**config.mk**
```make
export PLATFORM = sky130hd
export DESIGN_NAME = instr_sequencer
export DESIGN_NICKNAME = d
export VERILOG_FILES = /design/src/rtl/instr_sequencer.sv
export SDC_FILE = /design/constraint.sdc
export NUM_CORES = 1
export LEC_CHECK = 0
export ABC_CLOCK_PERIOD_IN_PS = 2700
export CAP_MARGIN = 20
export CORE_MARGIN = 8
export CORE_UTILIZATION = 54
export DETAILED_ROUTE_END_ITERATION = 8
export GPL_TIMING_DRIVEN = 0
export PLACE_DENSITY = 0.75
export SLEW_MARGIN = 20
export SYNTH_ARGS = -nofsm -noshare
export SYNTH_HDL_FRONTEND = slang
export SYNTH_SLANG_ARGS = --single-unit
```
**constraint.sdc**
```tcl
create_clock -name clk -period 2.7 [get_ports clk]
set_input_delay 0.54 -clock clk [delete_from_list [all_inputs] [get_ports clk]]
set_output_delay 0.54 -clock clk [all_outputs]
set_load 0.05 [all_outputs]
```
**src/rtl/instr_sequencer.sv**
```systemverilog
`timescale 1ns/1ps
// -----------------------------------------------------------------------------
// instr_sequencer
//
// Feeds a processor's instruction input from a small loadable program store.
// Each instruction is held on `instr` for as many clocks as its opcode needs:
// LOAD (0000) is held LOAD_CYCLES clocks, ADD (0101) and XOR (0111) are held
// ALU_CYCLES clocks, and every other opcode is held one clock. The sequencer
// also supports a programmable length, loop mode and a stall input.
//
// Ports
//   clk        : single clock, rising edge
//   resetn     : asynchronous active-low reset
//   prog_we    : program store write strobe (accepted in IDLE only)
//   prog_addr  : program store write address
//   prog_data  : program store write data
//   prog_len   : instructions to run (0 or >DEPTH means DEPTH), sampled on start
//   start      : begin a run at address 0 (accepted in IDLE only)
//   loop_en    : wrap to address 0 at the end of the program instead of finishing
//   stall      : freeze issue state while high
//   instr      : registered instruction to the processor
//   pc         : address of the instruction currently on instr
//   step       : hold-cycle index within the current instruction
//   busy       : high while issuing
//   done       : one-cycle pulse when a run completes
// -----------------------------------------------------------------------------
module instr_sequencer #(
    parameter int              IW          = 16,
    parameter int              DEPTH       = 16,
    parameter int              AW          = $clog2(DEPTH),
    parameter int              LOAD_CYCLES = 2,
    parameter int              ALU_CYCLES  = 3,
    parameter logic [IW-1:0]   NOP_INSTR   = 16'b1111000000000000
) (
    input  logic          clk,
    input  logic          resetn,
    input  logic          prog_we,
    input  logic [AW-1:0] prog_addr,
    input  logic [IW-1:0] prog_data,
    input  logic [AW:0]   prog_len,
    input  logic          start,
    input  logic          loop_en,
    input  logic          stall,
    output logic [IW-1:0] instr,
    output logic [AW-1:0] pc,
    output logic [1:0]    step,
    output logic          busy,
    output logic          done
);

    // The step counter is two bits wide, so hold counts are limited to 1..4.
    if (LOAD_CYCLES < 1 || LOAD_CYCLES > 4) begin : g_bad_load
        $error("instr_sequencer: LOAD_CYCLES must be in 1..4");
    end
    if (ALU_CYCLES < 1 || ALU_CYCLES > 4) begin : g_bad_alu
        $error("instr_sequencer: ALU_CYCLES must be in 1..4");
    end
    if (DEPTH < 2) begin : g_bad_depth
        $error("instr_sequencer: DEPTH must be at least 2");
    end

    localparam logic [AW:0] DEPTH_LEN = (AW+1)'(DEPTH);
    localparam logic [1:0]  LOAD_LAST = 2'(LOAD_CYCLES - 1);
    localparam logic [1:0]  ALU_LAST  = 2'(ALU_CYCLES - 1);

    typedef enum logic [1:0] {
        S_IDLE  = 2'd0,
        S_ISSUE = 2'd1,
        S_DONE  = 2'd2
    } state_t;

    state_t          state_q, state_d;
    logic [AW-1:0]   pc_q, pc_d;
    logic [1:0]      step_q, step_d;
    logic [IW-1:0]   instr_q, instr_d;
    logic [AW:0]     len_q, len_d;

    // Program store: intentionally not reset so a program survives resetn.
    logic [IW-1:0]   mem_q [DEPTH];

    logic [3:0]      opcode;
    logic [1:0]      last_step;
    logic [AW:0]     len_sel;
    logic [IW-1:0]   mem0_next;
    logic [AW-1:0]   pc_inc;
    logic            pc_last;

    always_comb begin
        opcode = instr_q[IW-1 -: 4];
        case (opcode)
            4'b0000:          last_step = LOAD_LAST;
            4'b0101, 4'b0111: last_step = ALU_LAST;
            default:          last_step = 2'd0;
        endcase
    end

    assign len_sel   = (prog_len == '0 || prog_len > DEPTH_LEN) ? DEPTH_LEN : prog_len;
    // A write to address 0 on the start edge must be visible in the first instr.
    assign mem0_next = (prog_we && prog_addr == '0) ? prog_data : mem_q[0];
    assign pc_inc    = pc_q + 1'b1;
    assign pc_last   = ({1'b0, pc_q} == (len_q - 1'b1));

    always_ff @(posedge clk) begin
        if (prog_we && state_q == S_IDLE) begin
            mem_q[prog_addr] <= prog_data;
        end
    end

    always_ff @(posedge clk or negedge resetn) begin
        if (!resetn) begin
            state_q <= S_IDLE;
            pc_q    <= '0;
            step_q  <= '0;
            instr_q <= NOP_INSTR;
            len_q   <= DEPTH_LEN;
        end else begin
            state_q <= state_d;
            pc_q    <= pc_d;
            step_q  <= step_d;
            instr_q <= instr_d;
            len_q   <= len_d;
        end
    end

    always_comb begin
        state_d = state_q;
        pc_d    = pc_q;
        step_d  = step_q;
        instr_d = instr_q;
        len_d   = len_q;
        case (state_q)
            S_IDLE: begin
                if (start) begin
                    state_d = S_ISSUE;
                    pc_d    = '0;
                    step_d  = '0;
                    instr_d = mem0_next;
                    len_d   = len_sel;
                end
            end
            S_ISSUE: begin
                if (!stall) begin
                    if (step_q != last_step) begin
                        step_d = step_q + 2'd1;
                    end else if (!pc_last) begin
                        pc_d    = pc_inc;
                        step_d  = '0;
                        instr_d = mem_q[pc_inc];
                    end else if (loop_en) begin
                        pc_d    = '0;
                        step_d  = '0;
                        instr_d = mem_q[0];
                    end else begin
                        state_d = S_DONE;
                        pc_d    = '0;
                        step_d  = '0;
                        instr_d = NOP_INSTR;
                    end
                end
            end
            S_DONE: begin
                state_d = S_IDLE;
            end
            default: begin
                state_d = S_IDLE;
                pc_d    = '0;
                step_d  = '0;
                instr_d = NOP_INSTR;
            end
        endcase
    end

    assign instr = instr_q;
    assign pc    = pc_q;
    assign step  = step_q;
    assign busy  = (state_q == S_ISSUE);
    assign done  = (state_q == S_DONE);

endmodule

```
==> results of run 1 <==
cell type report:
| type | instances | area [sq um] | share of cell area [%] |
|---|---|---|---|
| Sequential cell | 285 | 8420 | 60.4 |
| Multi-Input combinational cell | 319 | 3280 | 23.5 |
| Timing Repair Buffer | 76 | 759 | 5.45 |
| Clock buffer | 34 | 744 | 5.34 |
| Tap cell | 280 | 350 | 2.51 |
| Buffer | 34 | 272 | 1.95 |
| Clock inverter | 11 | 80.1 | 0.574 |
| Inverter | 8 | 30.0 | 0.215 |
stage by stage:
| step | util, % | cells | setup slack, ps | total power [mW] |
|---|---|---|---|---|
| final | 64.7 | 1047 | 79.3 | 14.5 |
| after global routing | 64.7 | 1047 | -10.1 | 15.1 |
| after CTS | 64.2 | 1044 | -22.9 | 14.4 |
| after detailed placement | 59.8 | 999 | -622 | 10.6 |
| after global placement | 58.6 | 980 | -1220 | 10.4 |
| after floorplan | - | 646 | 86.9 | 9.02 |
flip-flops by register name (all words and copies together) (netlist names):
signal   cells
mem_q      256
instr       16
len_q        5
pc           4
state_q      2
step         2
cell families after synthesis:
group,after synthesis,synth area share [%]
DFF,285,71.7
and+or+nand+nor,146,6.15
muxes,81,14.6
AOI/OAI and AO/OA,80,4.58
buffers and inverters,42,1.94
xor gates and xnor gates,9,0.672
adders and majority gates,3,0.320
worst paths after layout:
check                                start    endpoint  cells after the start
worst min register to register   instr[10]   instr[10]                      2
worst min-delay path                resetn  state_q[1]                      1
worst max-delay path            state_q[1]        done                      3
worst max register to register       pc[1]    instr[9]                      9
min in group clk                 instr[10]   instr[10]                      2
max in group asynchronous           resetn       pc[0]                      1
cell usage in the layout (no fill, tap or decap), types with 8 or more instances in the layout:
cell and count:
sky130_fd_sc_hd__nor2_2 14, sky130_fd_sc_hd__clkbuf_16 29, sky130_fd_sc_hd__a21oi_1 25, sky130_fd_sc_hd__clkdlybuf4s50_1 51
sky130_fd_sc_hd__buf_6 14, sky130_fd_sc_hd__nand3_1 14, sky130_fd_sc_hd__mux4_1 10, sky130_fd_sc_hd__inv_1 8
sky130_fd_sc_hd__mux2i_1 12, sky130_fd_sc_hd__nand2_1 52, sky130_fd_sc_hd__o21ai_0 14, sky130_fd_sc_hd__nand2b_1 8
sky130_fd_sc_hd__dfrtp_1 22, sky130_fd_sc_hd__nor2b_1 15, sky130_fd_sc_hd__edfxtp_1 256, sky130_fd_sc_hd__mux4_2 59
sky130_fd_sc_hd__nor2_1 13, sky130_fd_sc_hd__a221oi_1 9, sky130_fd_sc_hd__clkbuf_1 13, sky130_fd_sc_hd__buf_4 16
timing repair:
item | 4_1_cts | 5_1_grt
cloned | 0 | 0
pin swaps | 0 | 2
buffers inserted | 0 | 3
setup endpoints to repair | 22 | 33
resized for setup | 34 | 22
hold buffers | 0 | 0
metal layers:
metal	routed length, um	GRT usage, %	share of wire [%]	vias up
met3	2390	3.58	8.6	67
met2	13700	34.4	49	381
li1	-	-	-	2826
met5	0	0	0	-
met1	10800	28.1	39	3415
met4	833	6.96	3.0	0
cell usage after synthesis (11+ instances only):
master	count	area share [%]
sky130_fd_sc_hd__a21oi_1	25	1.1
sky130_fd_sc_hd__mux2i_1	12	1.0
sky130_fd_sc_hd__nand2_1	52	1.7
sky130_fd_sc_hd__buf_2	12	0.51
sky130_fd_sc_hd__mux4_2	59	11
sky130_fd_sc_hd__dfrtp_1	24	5.1
sky130_fd_sc_hd__o21ai_0	14	0.60
sky130_fd_sc_hd__nor2_1	27	0.86
sky130_fd_sc_hd__edfxtp_1	256	66
sky130_fd_sc_hd__clkbuf_1	11	0.35
sky130_fd_sc_hd__a211oi_1	12	0.77
sky130_fd_sc_hd__nand3_1	14	0.60
sky130_fd_sc_hd__nor2b_1	15	0.80
worst max-delay path, delay by kind of cell, from the launching register on:
kind / cells / cell delay, ps
buf+inv: 2 / 920
flops: 1 / 410
simple gates: 1 / 210
power by group through the flow:
stage	clock, mW	combinational [mW]	sequential [mW]
final	3.58	5.68	5.25
after global routing	3.79	6.02	5.27
after CTS	3.62	5.57	5.24
after detailed placement	0	5.24	5.32
after global placement	0	5.10	5.31
after floorplan	0	3.22	5.80
==> metrics.md, run 1 <==
| Metric | Value |
|---|---|
| Total net switching power | `4.88 mW` |
| Fraction of layout instances using a drive strength above 1 | `24.5%` |
| Max-Cap Viols | `0` |
| Internal portion of total power | `9.63 mW` |
| Via density per instance | `6.39` |
| Area of the mapped netlist | `11700 sq um` |
| Number of port buffers | `54` |
| Cell area after placement | `12900 sq um` |
| Routability congestion estimate | `0.880` |
| Initial antenna violation count | `0` |
| Maximum number of pins on one net before global-route repair | `30` |
| Worst slew slack as a fraction of its limit | `39.0%` |
| Class of the most critical setup path | `flip-flop to output port` |
| Worst Path Max Fanout | `10` |
| Clock tree from TritonCTS | `built` |
| Worst Hold Slack | `47.9 ps` |
| Final layout net count | `786` |
| Via count of the routed design | `6689` |
| Total count of hold-check failures in the final report | `0` |
| Final worst-path cycle share | `97.1%` |
| Hold Crit Class | `input pin to async pin` |
| Leakage | `4.61 nW` |
| Combinational cell fraction of total power | `39.2%` |
| Ys flop type | `sky130_fd_sc_hd__edfxtp_1` |
| Synthesized instance count | `646` |
| Unrepaired setup endpoints after global routing | `true` |
| Total I/O pin count | `55` |
| EDFF count, synth | `256` |
| Total DRC errors in the routed layout | `0` |
| Floorplan die area | `26700 sq um` |
| Fraction of power consumed by sequential logic | `36.2%` |
| Arrival time of the worst setup path | `2080 ps` |
| Worst path required time | `2160 ps` |
| Clock transition at the registers of the reported paths | `70 ps` |
| Fmax | `0.382 GHz` |
| Power Density | `1040 nW/um^2` |
| TritonCTS buffer count | `28` |
| Clock Skew | `14.6 ps` |
| Final global-route overflow total | `0` |
| Worst-case clock buffer depth | `3` |
| Number of diodes | `0` |
| Worst vdd rail ir drop | `0.485 mV` |
| Yosys warnings | `0` |
| DRC marker count from the first detailed-route iteration | `688` |
| First-pass iteration count of the detailed router | `5` |
| Num Clock Sinks | `285` |
| X dimension of the die | `163 um` |
| Count of pins over their slew limit | `0` |
| Clock group share of total power | `24.7%` |
| Average cell area after synthesis | `18.2 sq um` |
| Number of failing setup endpoints in the final timing report | `0` |
| CP startpoint kind | `flip-flop` |
| Net count of the mapped netlist | `680` |
| Effective utilization at floorplan | `54.4%` |
| Fraction of synthesis flops using an asynchronous set or reset pin | `10.2%` |
| Later-pin clock latency in the skew report | `540 ps` |
| Via count of the first global-routing pass | `6822` |
| Average detailed-routed wire length per instance | `26.5 um` |
| Outcome | `completed` |
| Site Rows | `54` |
| Syn-to-layout area delta | `18.8%` |
| Final standard cell area without fillers | `13900 sq um` |
| Die height | `163 um` |
| DRT antenna net count | `0` |
| Fraction of the yosys area taken by sequential cells | `71.7%` |
| CP endpoint kind | `output port` |
| Total routing resource utilization after global routing | `21.0%` |
| Fraction of power spent switching nets | `33.6%` |
| CTS Root Cell | `sky130_fd_sc_hd__clkbuf_16` |
| Total core area | `21600 sq um` |
| Setup TNS | `0 ps` |
| DPL Wire Length | `18400 um` |
| Maximum level of the CTS H-tree | `1` |
| Register bit total from synthesis | `285` |
| Maximum single-stage delay on the critical path | `510 ps` |
| Final routed wirelength across all metal layers | `27700 um` |
| Number of inserted filler cells in the final layout | `1404` |
| Global-route wire length before repair | `42000 um` |
| Worst Max-Slew Pin Slew | `915 ps` |
| Flop2flop setup slack | `80 ps` |
| Post-route minimum period | `2620 ps` |
| Critical Path Slowest Stage Cell | `sky130_fd_sc_hd__clkdlybuf4s15_1` |
| CP cell instances | `clkbuf_1 > nor2b_1 > clkdlybuf4s15_1` |
| Number of distinct library cell variants in the gate-level netlist after synthesis | `49` |
Note: power is estimated with default switching activity, not from simulation.
==> run 2, diff against run 1 <==
--- a/config.mk
+++ b/config.mk
@@ -7,10 +7,8 @@
 export LEC_CHECK = 0
 export ABC_CLOCK_PERIOD_IN_PS = 2700
 export CAP_MARGIN = 20
-export CORE_MARGIN = 8
 export CORE_UTILIZATION = 54
 export DETAILED_ROUTE_END_ITERATION = 8
-export GPL_TIMING_DRIVEN = 0
 export PLACE_DENSITY = 0.75
 export SLEW_MARGIN = 20
 export SYNTH_ARGS = -nofsm -noshare
==> run 2 against run 1 <==
  * Wire length decreased by 3.1%
  * Clock skew about the same
  * Sequential power about the same
  * Cell area increased by 0.29%
  * Largest power group unchanged
  * Power decreased by 0.48%
  * Sequential cell count unchanged
  * First-iteration DRC count increased by 7.7%
  * Critical path depth increased by 3
==> metrics.md, run 2 (same netlist as run 1, synthesis figures left out) <==
| Metric | Value |
|---|---|
| Initial antenna violation count | `0 (unchanged)` |
| DRC marker count from the first detailed-route iteration | `741 (was 688)` |
| Leading cell types in the layout, fill and taps excluded | `sky130_fd_sc_hd__edfxtp_1 (256), sky130_fd_sc_hd__mux4_2 (59), sky130_fd_sc_hd__nand2_1 (52), sky130_fd_sc_hd__clkdlybuf4s50_1 (52), sky130_fd_sc_hd__buf_4 (45) (was sky130_fd_sc_hd__edfxtp_1 (256), sky130_fd_sc_hd__mux4_2 (59), sky130_fd_sc_hd__nand2_1 (52), sky130_fd_sc_hd__clkdlybuf4s50_1 (51), sky130_fd_sc_hd__clkbuf_16 (29))` |
| Total I/O pin count | `55 (unchanged)` |
| First-pass iteration count of the detailed router | `5 (unchanged)` |
| CTS Root Cell | `sky130_fd_sc_hd__clkbuf_16 (unchanged)` |
| Worst-case clock buffer depth | `3 (unchanged)` |
| Hold Crit Class | `input pin to async pin (unchanged)` |
| Site Rows | `53 (was 54)` |
| Maximum level of the CTS H-tree | `1 (unchanged)` |
| Max FFs per register | `256 (unchanged)` |
| Total DRC errors in the routed layout | `0 (unchanged)` |
| Global-route wire length before repair | `40800 um (was 42000 um)` |
| Leakage | `4.69 nW (was 4.61 nW)` |
| Via count of the first global-routing pass | `6659 (was 6822)` |
| Clock tree from TritonCTS | `built (unchanged)` |
| Post-CTS Setup Repair Bufs | `0 (unchanged)` |
| TritonCTS buffer count | `27 (was 28)` |
| Number of port buffers | `54 (unchanged)` |
| Total routing resource utilization after global routing | `25.3% (was 21.0%)` |
| Number of buffers inserted for hold repair after clock tree synthesis | `0 (unchanged)` |
| Clock Skew | `14.4 ps (was 14.6 ps)` |
| Number of diodes | `0 (unchanged)` |
| Final worst-path cycle share | `94.6% (was 97.1%)` |
| Fraction of layout instances using a drive strength above 1 | `23.2% (was 24.5%)` |
| Later-pin clock latency in the skew report | `530 ps (was 540 ps)` |
| Worst slew slack as a fraction of its limit | `32.4% (was 39.0%)` |
| Post-Route Utilization | `66.1% (was 64.7%)` |
| Outcome | `completed (unchanged)` |
| Fmax | `0.391 GHz (was 0.382 GHz)` |
| Total core area | `21200 sq um (was 21600 sq um)` |
| Worst vdd rail ir drop | `0.552 mV (was 0.485 mV)` |
| Arrival time of the worst setup path | `3010 ps (was 2080 ps)` |
| Final layout net count | `786 (unchanged)` |
| Class of the most critical setup path | `flip-flop to flip-flop (was flip-flop to output port)` |
| Floorplan die area | `22300 sq um (was 26700 sq um)` |
| Global-route track usage on met2 | `40.2% (was 34.4%)` |
| Power Density | `1030 nW/um^2 (was 1040 nW/um^2)` |
| Worst Max-Slew Pin Slew | `1010 ps (was 915 ps)` |
| Die height | `149 um (was 163 um)` |
| Routability congestion estimate | `0.893 (was 0.880)` |
| DPL Wire Length | `16900 um (was 18400 um)` |
| Register with the highest flop count | `mem_q (unchanged)` |
| Number of inserted filler cells in the final layout | `1330 (was 1404)` |
| DRT antenna net count | `0 (unchanged)` |
| Met1 global-route usage | `36.3% (was 28.1%)` |
| Most common library cell in the layout ignoring fill and taps | `sky130_fd_sc_hd__edfxtp_1 (unchanged)` |
| Busiest layer in global routing | `met2 (unchanged)` |
| Finished Layout Cells | `1047 (unchanged)` |
| Worst path required time | `3160 ps (was 2160 ps)` |
| CP startpoint kind | `flip-flop (unchanged)` |
| CP endpoint kind | `flip-flop (was output port)` |
| Post-route minimum period | `2550 ps (was 2620 ps)` |
| Routing usage on met3 | `3.93% (was 3.58%)` |
| Total count of hold-check failures in the final report | `0 (unchanged)` |
| Placed insts | `998 (was 999)` |
| Via count of the routed design | `6614 (was 6689)` |
| Final routed wirelength across all metal layers | `26900 um (was 27700 um)` |
| Sequential cell area | `8420 sq um (about the same)` |
| X dimension of the die | `149 um (was 163 um)` |
| Via density per instance | `6.32 (was 6.39)` |
| Unrepaired setup endpoints after global routing | `false (was true)` |
| Final global-route overflow total | `0 (unchanged)` |
| Effective utilization at floorplan | `55.5% (was 54.4%)` |
| Setup TNS | `0 ps (unchanged)` |
| Average detailed-routed wire length per instance | `25.7 um (was 26.5 um)` |
| Maximum number of pins on one net before global-route repair | `30 (unchanged)` |
| Clock transition at the registers of the reported paths | `60 ps (was 70 ps)` |
| CTS-repair resized insts | `1 (was 34)` |
| Count of pins over their slew limit | `0 (unchanged)` |
| Num Clock Sinks | `285 (unchanged)` |
| Worst Path Max Fanout | `7 (was 10)` |
| Number of failing setup endpoints in the final timing report | `0 (unchanged)` |
| Combined area of the multi-input logic cells | `3130 sq um (was 3280 sq um)` |
| Syn-to-layout area delta | `19.1% (was 18.8%)` |
| Max-Cap Viols | `0 (unchanged)` |
[run 2: changes by cell type in the layout (fill, tap and decap cells not counted), sizes merged]
cell	change
clkbuf	-23
clkdlybuf4s50	+1
buf	+16
dlygate4sd2	+1
clkinv	+3
clkdlybuf4s15	-1
clkinvlp	+3
inv	+1
bufinv	+4
[run 2: worst max-delay path, cell delays in order, from the launching register on]
cell and delay, ps:
sky130_fd_sc_hd__dfrtp_4 520, sky130_fd_sc_hd__ha_4 360, sky130_fd_sc_hd__buf_4 170, sky130_fd_sc_hd__mux4_2 500, sky130_fd_sc_hd__mux4_2 470, sky130_fd_sc_hd__nand4bb_1 250
sky130_fd_sc_hd__o221a_2 200
[run 2: routing by layer]
metal / share of wire [%] / wire length, um / up-vias
met1: 40 / 10800 / 3362
met3: 8.5 / 2270 / 56
met5: 0 / 0 / -
li1: - / - / 2828
met4: 2.8 / 752 / 0
met2: 48 / 13000 / 368
[run 2: through the flow]
stage               setup WS (ps)  instance area [sq um]  total power, mW  hold slack (ps)
CTS                           118                  14000             14.5              414
finish                        145                  14000             14.4              413
detailed placement            130                  13100             10.6              502
global placement              174                  13100             10.5              490
floorplan                    86.9                  11700             9.02              244
global route                 19.1                  14000             15.0              440
[run 2: final timing paths]
kind                          start   endpoint  slack, ps  depth (start not counted)
max                           pc[0]  instr[14]        150                          6
min                          resetn   len_q[3]        410                          2
max reg2reg                   pc[0]  instr[14]        150                          6
min reg2reg                len_q[4]   len_q[4]        510                          2
max in group asynchronous    resetn   len_q[4]       1970                          2
min in group clk           len_q[4]   len_q[4]        510                          2
[run 2: area by class of cell]
| type | instances | share of cell area [%] |
|---|---|---|
| clock buffer | 27 | 4.83 |
| clock inverter | 22 | 1.77 |
| inverter | 8 | 0.215 |
| multi-input combinational | 319 | 22.4 |
| sequential | 285 | 60.3 |
| tap | 275 | 2.46 |
| timing repair buffer | 111 | 8.06 |
[run 2: power by group]
part           switching [mW]  internal, mW  total [mW]
Clock                    1.59          2.31        3.89
Sequential              0.233          5.04        5.27
Combinational            2.80          2.48        5.28
Total                    4.62          9.82        14.4
==> run 3, diff against run 2 <==
--- a/config.mk
+++ b/config.mk
@@ -5,6 +5,7 @@
 export SDC_FILE = /design/constraint.sdc
 export NUM_CORES = 1
 export LEC_CHECK = 0
+export ABC_AREA = 1
 export ABC_CLOCK_PERIOD_IN_PS = 2700
 export CAP_MARGIN = 20
 export CORE_UTILIZATION = 54
==> run 3 against run 2 <==
  * The run now ends with DRC left
  * Clock-buffer cell count up 7
  * Wire length increased by 9.7%
  * Sequential share of layout area down 0.91 points
  * Non-clock buffer count fell by 5
  * Critical path depth shrank 3
  * Synthesized area is 4.2% higher
  * Critical endpoint is now done
  * Largest cell class unchanged
==> metrics.md, run 3 <==
| Metric | Value |
|---|---|
| Outcome | `complete, but fails checks (was completed)` |
| Violations in the final reports | `DRC` |
| Power Density | `1130 nW/um^2 (was 1030 nW/um^2)` |
| Count of pins over their slew limit | `0 (unchanged)` |
| Worst Max-Slew Pin Slew | `695 ps (was 1010 ps)` |
| Synthesized instance count | `1148 (was 646)` |
| Max-Cap Viols | `0 (unchanged)` |
| X dimension of the die | `152 um (was 149 um)` |
| Yosys warnings | `0 (unchanged)` |
| Max FFs per register | `256 (unchanged)` |
| Die height | `152 um (was 149 um)` |
| Floorplan die area | `23200 sq um (was 22300 sq um)` |
| CP endpoint kind | `output port (was flip-flop)` |
| Most common library cell in the layout ignoring fill and taps | `sky130_fd_sc_hd__nand2_1 (was sky130_fd_sc_hd__edfxtp_1)` |
| CTS-repair resized insts | `0 (was 1)` |
| Worst Hold Slack | `409 ps (was 413 ps)` |
| Area of the mapped netlist | `12200 sq um (was 11700 sq um)` |
| Final routed wirelength across all metal layers | `29500 um (was 26900 um)` |
| Final worst-path cycle share | `94.8% (was 94.6%)` |
| Via count of the routed design | `8824 (was 6614)` |
| Routability congestion estimate | `0.881 (was 0.893)` |
| Fraction of the yosys area taken by sequential cells | `68.9% (was 71.7%)` |
| Clock transition at the registers of the reported paths | `60 ps (about the same)` |
| Number of inserted filler cells in the final layout | `1663 (was 1330)` |
| Site Rows | `54 (was 53)` |
| Final global-route overflow total | `0 (unchanged)` |
| CTS Root Cell | `sky130_fd_sc_hd__clkbuf_16 (unchanged)` |
| Path depth of the worst reg2reg path | `11 (was 6)` |
| Largest area contributor in the netlist | `sky130_fd_sc_hd__edfxtp_1 (unchanged)` |
| Clock tree from TritonCTS | `built (unchanged)` |
| Final layout net count | `1258 (was 786)` |
| Syn-to-layout area delta | `16.1% (was 19.1%)` |
| EDFF count, synth | `256 (unchanged)` |
| First-pass iteration count of the detailed router | `7 (was 5)` |
| Via density per instance | `5.79 (was 6.32)` |
| Ys flop type | `sky130_fd_sc_hd__edfxtp_1 (unchanged)` |
| Worst-case clock buffer depth | `3 (unchanged)` |
| Num Clock Sinks | `285 (unchanged)` |
| Fmax | `0.391 GHz (about the same)` |
| Total I/O pin count | `55 (unchanged)` |
| Worst slew slack as a fraction of its limit | `53.6% (was 32.4%)` |
| Worst path required time | `2160 ps (was 3160 ps)` |
| Hold Crit Class | `input pin to async pin (unchanged)` |
| Post-route minimum period | `2560 ps (was 2550 ps)` |
| Global-route wire length before repair | `46500 um (was 40800 um)` |
| Post-synth top area share | `62.9% (was 65.5%)` |
| Cell area after placement | `13300 sq um (was 13100 sq um)` |
| Number of diodes | `0 (unchanged)` |
| Most used standard cells in the synthesized netlist | `sky130_fd_sc_hd__nand2_1 (384), sky130_fd_sc_hd__edfxtp_1 (256), sky130_fd_sc_hd__nand3_1 (241) (was sky130_fd_sc_hd__edfxtp_1 (256), sky130_fd_sc_hd__mux4_2 (59), sky130_fd_sc_hd__nand2_1 (52))` |
| Register with the highest flop count | `mem_q (unchanged)` |
| Total count of hold-check failures in the final report | `0 (unchanged)` |
| Total routing resource utilization after global routing | `25.9% (was 25.3%)` |
| Effective utilization at floorplan | `55.5% (about the same)` |
| Arrival time of the worst setup path | `2020 ps (was 3010 ps)` |
| Average cell area after synthesis | `10.6 sq um (was 18.2 sq um)` |
| Most used standard cell by instance count after synthesis | `sky130_fd_sc_hd__nand2_1 (was sky130_fd_sc_hd__edfxtp_1)` |
| Unrepaired setup endpoints after global routing | `false (unchanged)` |
| DRC marker count from the first detailed-route iteration | `1007 (was 741)` |
| Average detailed-routed wire length per instance | `19.4 um (was 25.7 um)` |
| Number of port buffers | `54 (unchanged)` |
| Fraction of synthesis flops using an asynchronous set or reset pin | `10.2% (unchanged)` |
| Total DRC errors in the routed layout | `8 (was 0)` |
| Maximum number of pins on one net before global-route repair | `115 (was 30)` |
| Clock Skew | `6.87 ps (was 14.4 ps)` |
| Worst Path Max Fanout | `4 (was 7)` |
| TritonCTS buffer count | `28 (was 27)` |
| Fraction of layout instances using a drive strength above 1 | `9.33% (was 23.2%)` |
| Via count of the first global-routing pass | `8513 (was 6659)` |
| Number of buffers inserted for hold repair after clock tree synthesis | `0 (unchanged)` |
| Maximum level of the CTS H-tree | `1 (unchanged)` |
| Worst vdd rail ir drop | `0.616 mV (was 0.552 mV)` |
| Number of distinct library cell variants in the gate-level netlist after synthesis | `26 (was 49)` |
| Largest cells by area after synthesis | `sky130_fd_sc_hd__edfxtp_1 (63%), sky130_fd_sc_hd__nand2_1 (12%), sky130_fd_sc_hd__nand3_1 (9.9%), sky130_fd_sc_hd__dfrtp_1 (4.9%), sky130_fd_sc_hd__nor2_1 (2.3%) (was sky130_fd_sc_hd__edfxtp_1 (66%), sky130_fd_sc_hd__mux4_2 (11%), sky130_fd_sc_hd__dfrtp_1 (5.1%), sky130_fd_sc_hd__mux4_1 (2.2%), sky130_fd_sc_hd__nand2_1 (1.7%))` |
| Number of failing setup endpoints in the final timing report | `0 (unchanged)` |
| Initial antenna violation count | `0 (unchanged)` |
| Final standard cell area without fillers | `14200 sq um (was 14000 sq um)` |
| Register bit total from synthesis | `285 (unchanged)` |
| DPL Wire Length | `18500 um (was 16900 um)` |
| DRT antenna net count | `0 (unchanged)` |
| Leakage | `5.48 nW (was 4.69 nW)` |
| Class of the most critical setup path | `flip-flop to output port (was flip-flop to flip-flop)` |
| Later-pin clock latency in the skew report | `540 ps (was 530 ps)` |
| CP startpoint kind | `flip-flop (unchanged)` |
| Total core area | `22000 sq um (was 21200 sq um)` |
| Setup TNS | `0 ps (unchanged)` |
| Post-CTS Setup Repair Bufs | `0 (unchanged)` |
| Leading cell types in the layout, fill and taps excluded | `sky130_fd_sc_hd__nand2_1 (384), sky130_fd_sc_hd__edfxtp_1 (256), sky130_fd_sc_hd__nand3_1 (241), sky130_fd_sc_hd__nor2_1 (76), sky130_fd_sc_hd__clkdlybuf4s50_1 (53) (was sky130_fd_sc_hd__edfxtp_1 (256), sky130_fd_sc_hd__mux4_2 (59), sky130_fd_sc_hd__nand2_1 (52), sky130_fd_sc_hd__clkdlybuf4s50_1 (52), sky130_fd_sc_hd__buf_4 (45))` |
| Net count of the mapped netlist | `1182 (was 680)` |
-- run 3: cell type report --
| type | instances | area [sq um] | share of cell area (%) |
|---|---|---|---|
| Sequential cell | 285 | 8420 | 59.3 |
| Timing Repair Buffer | 106 | 1020 | 7.16 |
| Clock inverter | 15 | 149 | 1.05 |
| Clock buffer | 34 | 744 | 5.25 |
| Inverter | 36 | 136 | 0.961 |
| Tap cell | 280 | 350 | 2.47 |
| Multi-Input combinational cell | 767 | 3370 | 23.8 |
-- run 3: metrics by stage --
| step | worst slack (ps) | utilization, % | total power, mW | instances |
|---|---|---|---|---|
| 6_report | 142 | 64.4 | 16.1 | 1523 |
| 2_1_floorplan | 333 | - | 10.2 | 1148 |
| 4_1_cts | 137 | 64.4 | 16.0 | 1523 |
| 3_3_place_gp | 348 | 60.4 | 12.1 | 1474 |
| 5_1_grt | 45.3 | 64.4 | 16.9 | 1523 |
| 3_5_place_dp | 312 | 60.4 | 12.2 | 1474 |
-- run 3: worst max-delay path, cell delays in order (launching register included) --
cell                              delay (ps)
sky130_fd_sc_hd__dfrtp_1                 370
sky130_fd_sc_hd__inv_1                   100
sky130_fd_sc_hd__nor2_1                  180
sky130_fd_sc_hd__clkdlybuf4s50_1         840
-- run 3: power breakdown --
group	switching (mW)	total, mW	internal, mW
clock network	1.56	3.79	2.23
logic	4.75	7.00	2.25
registers	0.228	5.28	5.05
total	6.53	16.1	9.54
-- run 3: path summary, 6_finish.rpt --
check | startpoint | endpoint | slack (ps)
worst min-delay path | resetn | state_q[1] | 410
worst max register to register | pc[0] | instr[5] | 340
min in group clk | instr[3] | instr[3] | 480
worst max-delay path | state_q[1] | done | 140
max in group asynchronous | resetn | instr[12] | 1980
worst min register to register | instr[3] | instr[3] | 480
-- run 3: kinds of logic after synthesis --
logic type	count (synthesis)	synth area share, %
AND/OR/NAND/NOR	717	25.0
flip-flops	285	68.9
buffers and inverters	96	3.54
AO/OA/AOI/OAI	40	1.67
XOR/XNOR	7	0.624
adder cells (fa/ha/maj)	3	0.307
-- run 3: layer usage --
metal | vias to the layer above | part of all wire [%] | GRT usage, %
met5 | - | 0 | 0
met4 | 0 | 3.1 | 9.72
met3 | 76 | 9.6 | 3.81
met2 | 490 | 47 | 41.7
met1 | 4159 | 41 | 36.0
li1 | 4099 | - | -
==> RTL edit 1 (config.mk and constraints of run 2) <==
The parameter `IW` goes from 16 to 32.
--- a/src/rtl/instr_sequencer.sv
+++ b/src/rtl/instr_sequencer.sv
@@ -26,5 +26,5 @@
 // -----------------------------------------------------------------------------
 module instr_sequencer #(
-    parameter int              IW          = 16,
+    parameter int              IW          = 32,
     parameter int              DEPTH       = 16,
     parameter int              AW          = $clog2(DEPTH),
Ports: changed (resized instr and prog_data); port bits go from 55 to 87. The function was not compared with the original's and may differ.
==> RTL edit 1 against run 2 <==
Fmax down 4.0%; worst setup slack worse by 0.11 ns; largest cell class unchanged; sequential cell count up 272; sequential share of layout area up 2.2 points; critical endpoint is now step[0]; count of clock-buffer cells in the layout up 43; synthesized area up 91%; routed wire length up 88%; design area up 89%; power up 98%; combinational power up 110%; highest routed layer is now met5; first-iteration DRC count up 75%; critical path type is now flop to primary output; synthesized cell count up 79%.
==> RTL edit 1: results <==
<?xml version="1.0" encoding="UTF-8"?>
<metrics>
  <group name="clock_network">
    <metric name="ctsHtreeMaxLevel" unit="">2</metric>
    <metric name="insertion_delay" unit="ns">0.58</metric>
  </group>
  <group name="synthesis">
    <metric name="async_flop_share" unit="">0.08079</metric>
    <metric name="synthTopCellsByCount" unit="">sky130_fd_sc_hd__edfxtp_1, sky130_fd_sc_hd__mux4_2, sky130_fd_sc_hd__nand2_1</metric>
    <metric name="synthesis.area_per_instance" unit="µm²">19.36</metric>
    <metric name="yosysUniqueCellTypes" unit="">58</metric>
    <metric name="sequential_element_share_of_the_synthesized_area" unit="">0.7368</metric>
    <metric name="number_of_enable_flip_flop_cells_after_synthesis" unit="">512</metric>
  </group>
  <group name="place">
    <metric name="dpl-instance-area" unit="µm²">24680</metric>
    <metric name="finalWeightedCongestion" unit="">0.8342</metric>
    <metric name="dpl.hpwl" unit="mm">28.27</metric>
    <metric name="numPlacedInstances" unit="">1784</metric>
  </group>
  <group name="grt">
    <metric name="antenna_found_initial" unit="">1</metric>
    <metric name="maximum_number_of_pins_on_one_net_before_global_route_repair" unit="">49</metric>
    <metric name="grt.total_usage" unit="">0.2486</metric>
    <metric name="via_count_of_the_first_global_routing_pass" unit="">12260</metric>
    <metric name="global_route_wire_length_before_repair" unit="mm">76.22</metric>
    <metric name="gr-usage-met2" unit="">0.4216</metric>
    <metric name="groute.layer.met3.usage" unit="">0.03611</metric>
    <metric name="grt.met1_usage" unit="">0.3366</metric>
  </group>
  <group name="routing">
    <metric name="detailedRoute.firstPassIterationCount" unit="">6</metric>
    <metric name="route.detailed.wl_per_inst" unit="µm">26.80</metric>
    <metric name="route.met2.wl" unit="mm">25.79</metric>
    <metric name="m1WireLength" unit="mm">19.93</metric>
    <metric name="wl_met3" unit="mm">3.480</metric>
    <metric name="detail_routed_via_count_per_cell" unit="">6.273</metric>
  </group>
  <group name="timing">
    <metric name="relSlewSlack" unit="">0.5115</metric>
    <metric name="worst_skew" unit="ns">0.01564</metric>
  </group>
  <group name="finish">
    <metric name="drive_above_1_share" unit="">0.2561</metric>
    <metric name="nFillCells" unit="">2626</metric>
    <metric name="final_nets" unit="">1362</metric>
  </group>
  <group name="critical_path">
    <metric name="crit_arrival" unit="ns">2.12</metric>
    <metric name="path_delay_family" unit="">buffers and inverters</metric>
    <metric name="worstPathMaxFanout" unit="">9</metric>
  </group>
  <group name="outcome">
    <metric name="outcome" unit="">completed</metric>
  </group>
  <group name="pwr">
    <metric name="p_leak" unit="nW">8.567</metric>
    <metric name="vdd.ir_drop.worst" unit="mV">0.6239</metric>
    <metric name="internal-power" unit="mW">19.25</metric>
  </group>
</metrics>
RTL edit 1: kinds of logic (layout without fill, tap and decap cells):
kind of cell / Yosys count / count (layout) / synth area share
flops: 557 / 557 / 0.7368
mux: 176 / 176 / 0.1538
simple gates: 174 / 174 / 0.03557
compound gates: 154 / 154 / 0.04803
buf+inv: 85 / 283 / 0.02072
xor+xnor: 8 / 8 / 0.003463
fa+ha+maj: 3 / 3 / 0.001676
RTL edit 1: per-stage QoR:
stage / utilization / worst slack (ns)
global placement: 0.6044 / 0.07100
global route: 0.6473 / 0.01579
detailed placement: 0.6044 / 0.006634
CTS: 0.6457 / 0.01695
finish: 0.6473 / 0.03843
floorplan: - / -0.1771
RTL edit 1: timing repair:
action	in CTS	in global routing
gates cloned	0	0
buffers inserted	0	6
setup endpoints to repair	1	5
gates resized for setup	1	4
RTL edit 1: power groups by stage:
stage	combinational, mW	sequential (mW)	clock, mW
floorplan	6.83	11.2	0
global placement	10.7	10.5	0
detailed placement	10.9	10.5	0
CTS	11.0	10.3	7.30
global route	11.8	10.4	7.58
finish	11.1	10.3	7.21
RTL edit 1: final cells by class:
type	instances	area (µm²)	area share
multi-input combinational	515	5618	0.2126
sequential	557	16510	0.6248
tap	532	665.6	0.02519
clock inverter	27	239.0	0.009042
timing repair buffer	166	1869	0.07073
clock buffer	70	1450	0.05487
inverter	20	75.07	0.002841
RTL edit 1: path summary, 6_finish.rpt:
path | to | slack, ns | start | depth (start not counted)
setup / recovery | step[0] | 0.04 | step[0] | 1
hold / removal | instr[19] | 0.02 | resetn | 1
setup reg to reg | instr[14] | 0.11 | pc[0] | 5
hold reg to reg | len_q[4] | 0.52 | len_q[4] | 2
max in group asynchronous | instr[14] | 2.02 | resetn | 2
min in group clk | len_q[4] | 0.52 | len_q[4] | 2
==> RTL edit 2 (flow settings as in run 2) <==
Without the edit above. Encoding of `state_t`: now one-hot (3 bits for 3 states).
--- a/src/rtl/instr_sequencer.sv
+++ b/src/rtl/instr_sequencer.sv
@@ -64,8 +64,8 @@
     localparam logic [1:0]  ALU_LAST  = 2'(ALU_CYCLES - 1);
 
-    typedef enum logic [1:0] {
-        S_IDLE  = 2'd0,
-        S_ISSUE = 2'd1,
-        S_DONE  = 2'd2
+    typedef enum logic [2:0] {
+        S_IDLE  = 3'b001,
+        S_ISSUE = 3'b010,
+        S_DONE  = 3'b100
     } state_t;
 
Check against the original RTL: same outputs for any inputs over 4 cycles, from zero or initial values and one cycle with resetn low; so few cycles prove little.
==> RTL edit 2 against run 2 <==
Synthesized area up 0.44%; sequential cell count up 1; worst setup slack worse by 0.0033 ns; sequential share of layout area up 0.74 points; clock skew up 0.0057 ns; design area down 0.92%; critical path type is now flop to primary output; largest power group is now sequential cells; highest routed layer unchanged; fmax down 0.13%; sequential power up 0.8%; routed wire length down 2.6%; power down 6.8%; hold slack worse by 0.013 ns; global-route usage down 0.92 points.
==> RTL edit 2: results <==
<?xml version="1.0" encoding="UTF-8"?>
<metrics>
  <group name="pwr">
    <metric name="p_clk_frac" unit="">0.295</metric>
    <metric name="p_leak" unit="nW">4.479</metric>
    <metric name="vdd.ir_drop.worst" unit="mV">0.5229</metric>
    <metric name="p_sw_frac" unit="">0.3030</metric>
  </group>
  <group name="outcome">
    <metric name="outcome" unit="">completed</metric>
  </group>
  <group name="timing">
    <metric name="worst_skew" unit="ns">0.02005</metric>
    <metric name="setup_slack" unit="ns">0.1418</metric>
    <metric name="actual_transition_at_the_worst_max_transition_pin" unit="ns">0.6367</metric>
  </group>
  <group name="critical_path">
    <metric name="crit_arrival" unit="ns">2.02</metric>
    <metric name="critical-path-slowest-cell" unit="">sky130_fd_sc_hd__clkdlybuf4s50_1</metric>
    <metric name="worstPathMaxFanout" unit="">11</metric>
    <metric name="reg_to_reg_setup_timing_slack" unit="ns">0.30</metric>
  </group>
  <group name="finish">
    <metric name="final_nets" unit="">768</metric>
    <metric name="nFillCells" unit="">1400</metric>
  </group>
  <group name="grt">
    <metric name="global_route_wire_length_before_repair" unit="mm">40.01</metric>
    <metric name="maximum_number_of_pins_on_one_net_before_global_route_repair" unit="">57</metric>
    <metric name="grt.total_usage" unit="">0.2441</metric>
    <metric name="via_count_of_the_first_global_routing_pass" unit="">6864</metric>
  </group>
  <group name="synthesis">
    <metric name="sequential_element_share_of_the_synthesized_area" unit="">0.7166</metric>
    <metric name="synth_top_cells_by_area" unit="">sky130_fd_sc_hd__edfxtp_1, sky130_fd_sc_hd__mux4_2, sky130_fd_sc_hd__dfrtp_1, sky130_fd_sc_hd__a22o_1, sky130_fd_sc_hd__dfstp_2</metric>
    <metric name="async_flop_share" unit="">0.1049</metric>
    <metric name="yosysUniqueCellTypes" unit="">59</metric>
    <metric name="number_of_enable_flip_flop_cells_after_synthesis" unit="">256</metric>
    <metric name="synthTopCellsByCount" unit="">sky130_fd_sc_hd__edfxtp_1, sky130_fd_sc_hd__mux4_2, sky130_fd_sc_hd__a22o_1</metric>
    <metric name="synthesis.nets" unit="">670</metric>
  </group>
  <group name="clock_network">
    <metric name="total_cts_buffers" unit="">28</metric>
  </group>
  <group name="place">
    <metric name="place_worst_setup_slack" unit="ns">0.2940</metric>
    <metric name="finalWeightedCongestion" unit="">0.8398</metric>
  </group>
  <group name="routing">
    <metric name="route.detailed.wl_per_inst" unit="µm">25.40</metric>
    <metric name="drt_iter0_drc" unit="">636</metric>
  </group>
</metrics>
[RTL edit 2: repair_timing]
| action | in CTS | in global routing |
|---|---|---|
| hold buffers | 0 | 0 |
| endpoints found under the hold margin | 0 | 0 |
| resized for setup | 1 | 1 |
| setup endpoints to repair | 1 | 1 |
[RTL edit 2: final timing paths]
kind,depth (start not counted),from,endpoint
max,1,pc[2],pc[2]
min,2,resetn,state_q[1]
max reg2reg,6,pc[0],instr[15]
min reg2reg,2,len_q[4],len_q[4]
max in group asynchronous,2,resetn,instr[14]
min in group clk,2,len_q[4],len_q[4]
[RTL edit 2: stage by stage]
step,std cells,power [mW],hold slack (ns),instance area [µm²]
final,1031,13.46,0.3997,13850
after global routing,1031,14.00,0.4573,13850
after CTS,1031,13.53,0.4033,13850
after detailed placement,979,9.574,0.5216,12890
after global placement,979,9.446,0.4935,12890
after floorplan,636,8.472,0.2444,11800
[RTL edit 2: cell families (layout without fill, tap and decap cells)]
family / Yosys count / count (layout) / synth area share
flip-flops: 286 / 286 / 0.7166
AO/OA/AOI/OAI: 119 / 119 / 0.07017
AND/OR/NAND/NOR: 110 / 110 / 0.05350
multiplexers: 69 / 69 / 0.1271
buffers and inverters: 39 / 159 / 0.01953
XOR/XNOR: 10 / 10 / 0.009980
adder cells (fa/ha/maj): 3 / 3 / 0.003185
[RTL edit 2: power by group through the flow]
stage                     logic, mW  registers [mW]  clock network [mW]
after global placement         4.07            5.37                   0
after detailed placement       4.18            5.39                   0
after global routing           4.49            5.33                4.19
after floorplan                2.78            5.69                   0
final                          4.19            5.31                3.97
after CTS                      4.21            5.30                4.02
[RTL edit 2: layout make-up]
cell class,count,area share
repair buffers,101,0.06802
clock inverters,16,0.01463
well taps,275,0.02484
multi-input cells,311,0.2266
inverters,6,0.001626
flip-flops and latches,286,0.6100
clock buffers,36,0.05429
[RTL edit 2: metal layers]
layer | GRT usage | wire, µm | part of all wire
met4 | 0.07778 | 537 | 0.021
met3 | 0.04726 | 2089 | 0.080
met5 | 0 | 0 | 0
met1 | 0.3428 | 10760 | 0.41
met2 | 0.3891 | 12800 | 0.49
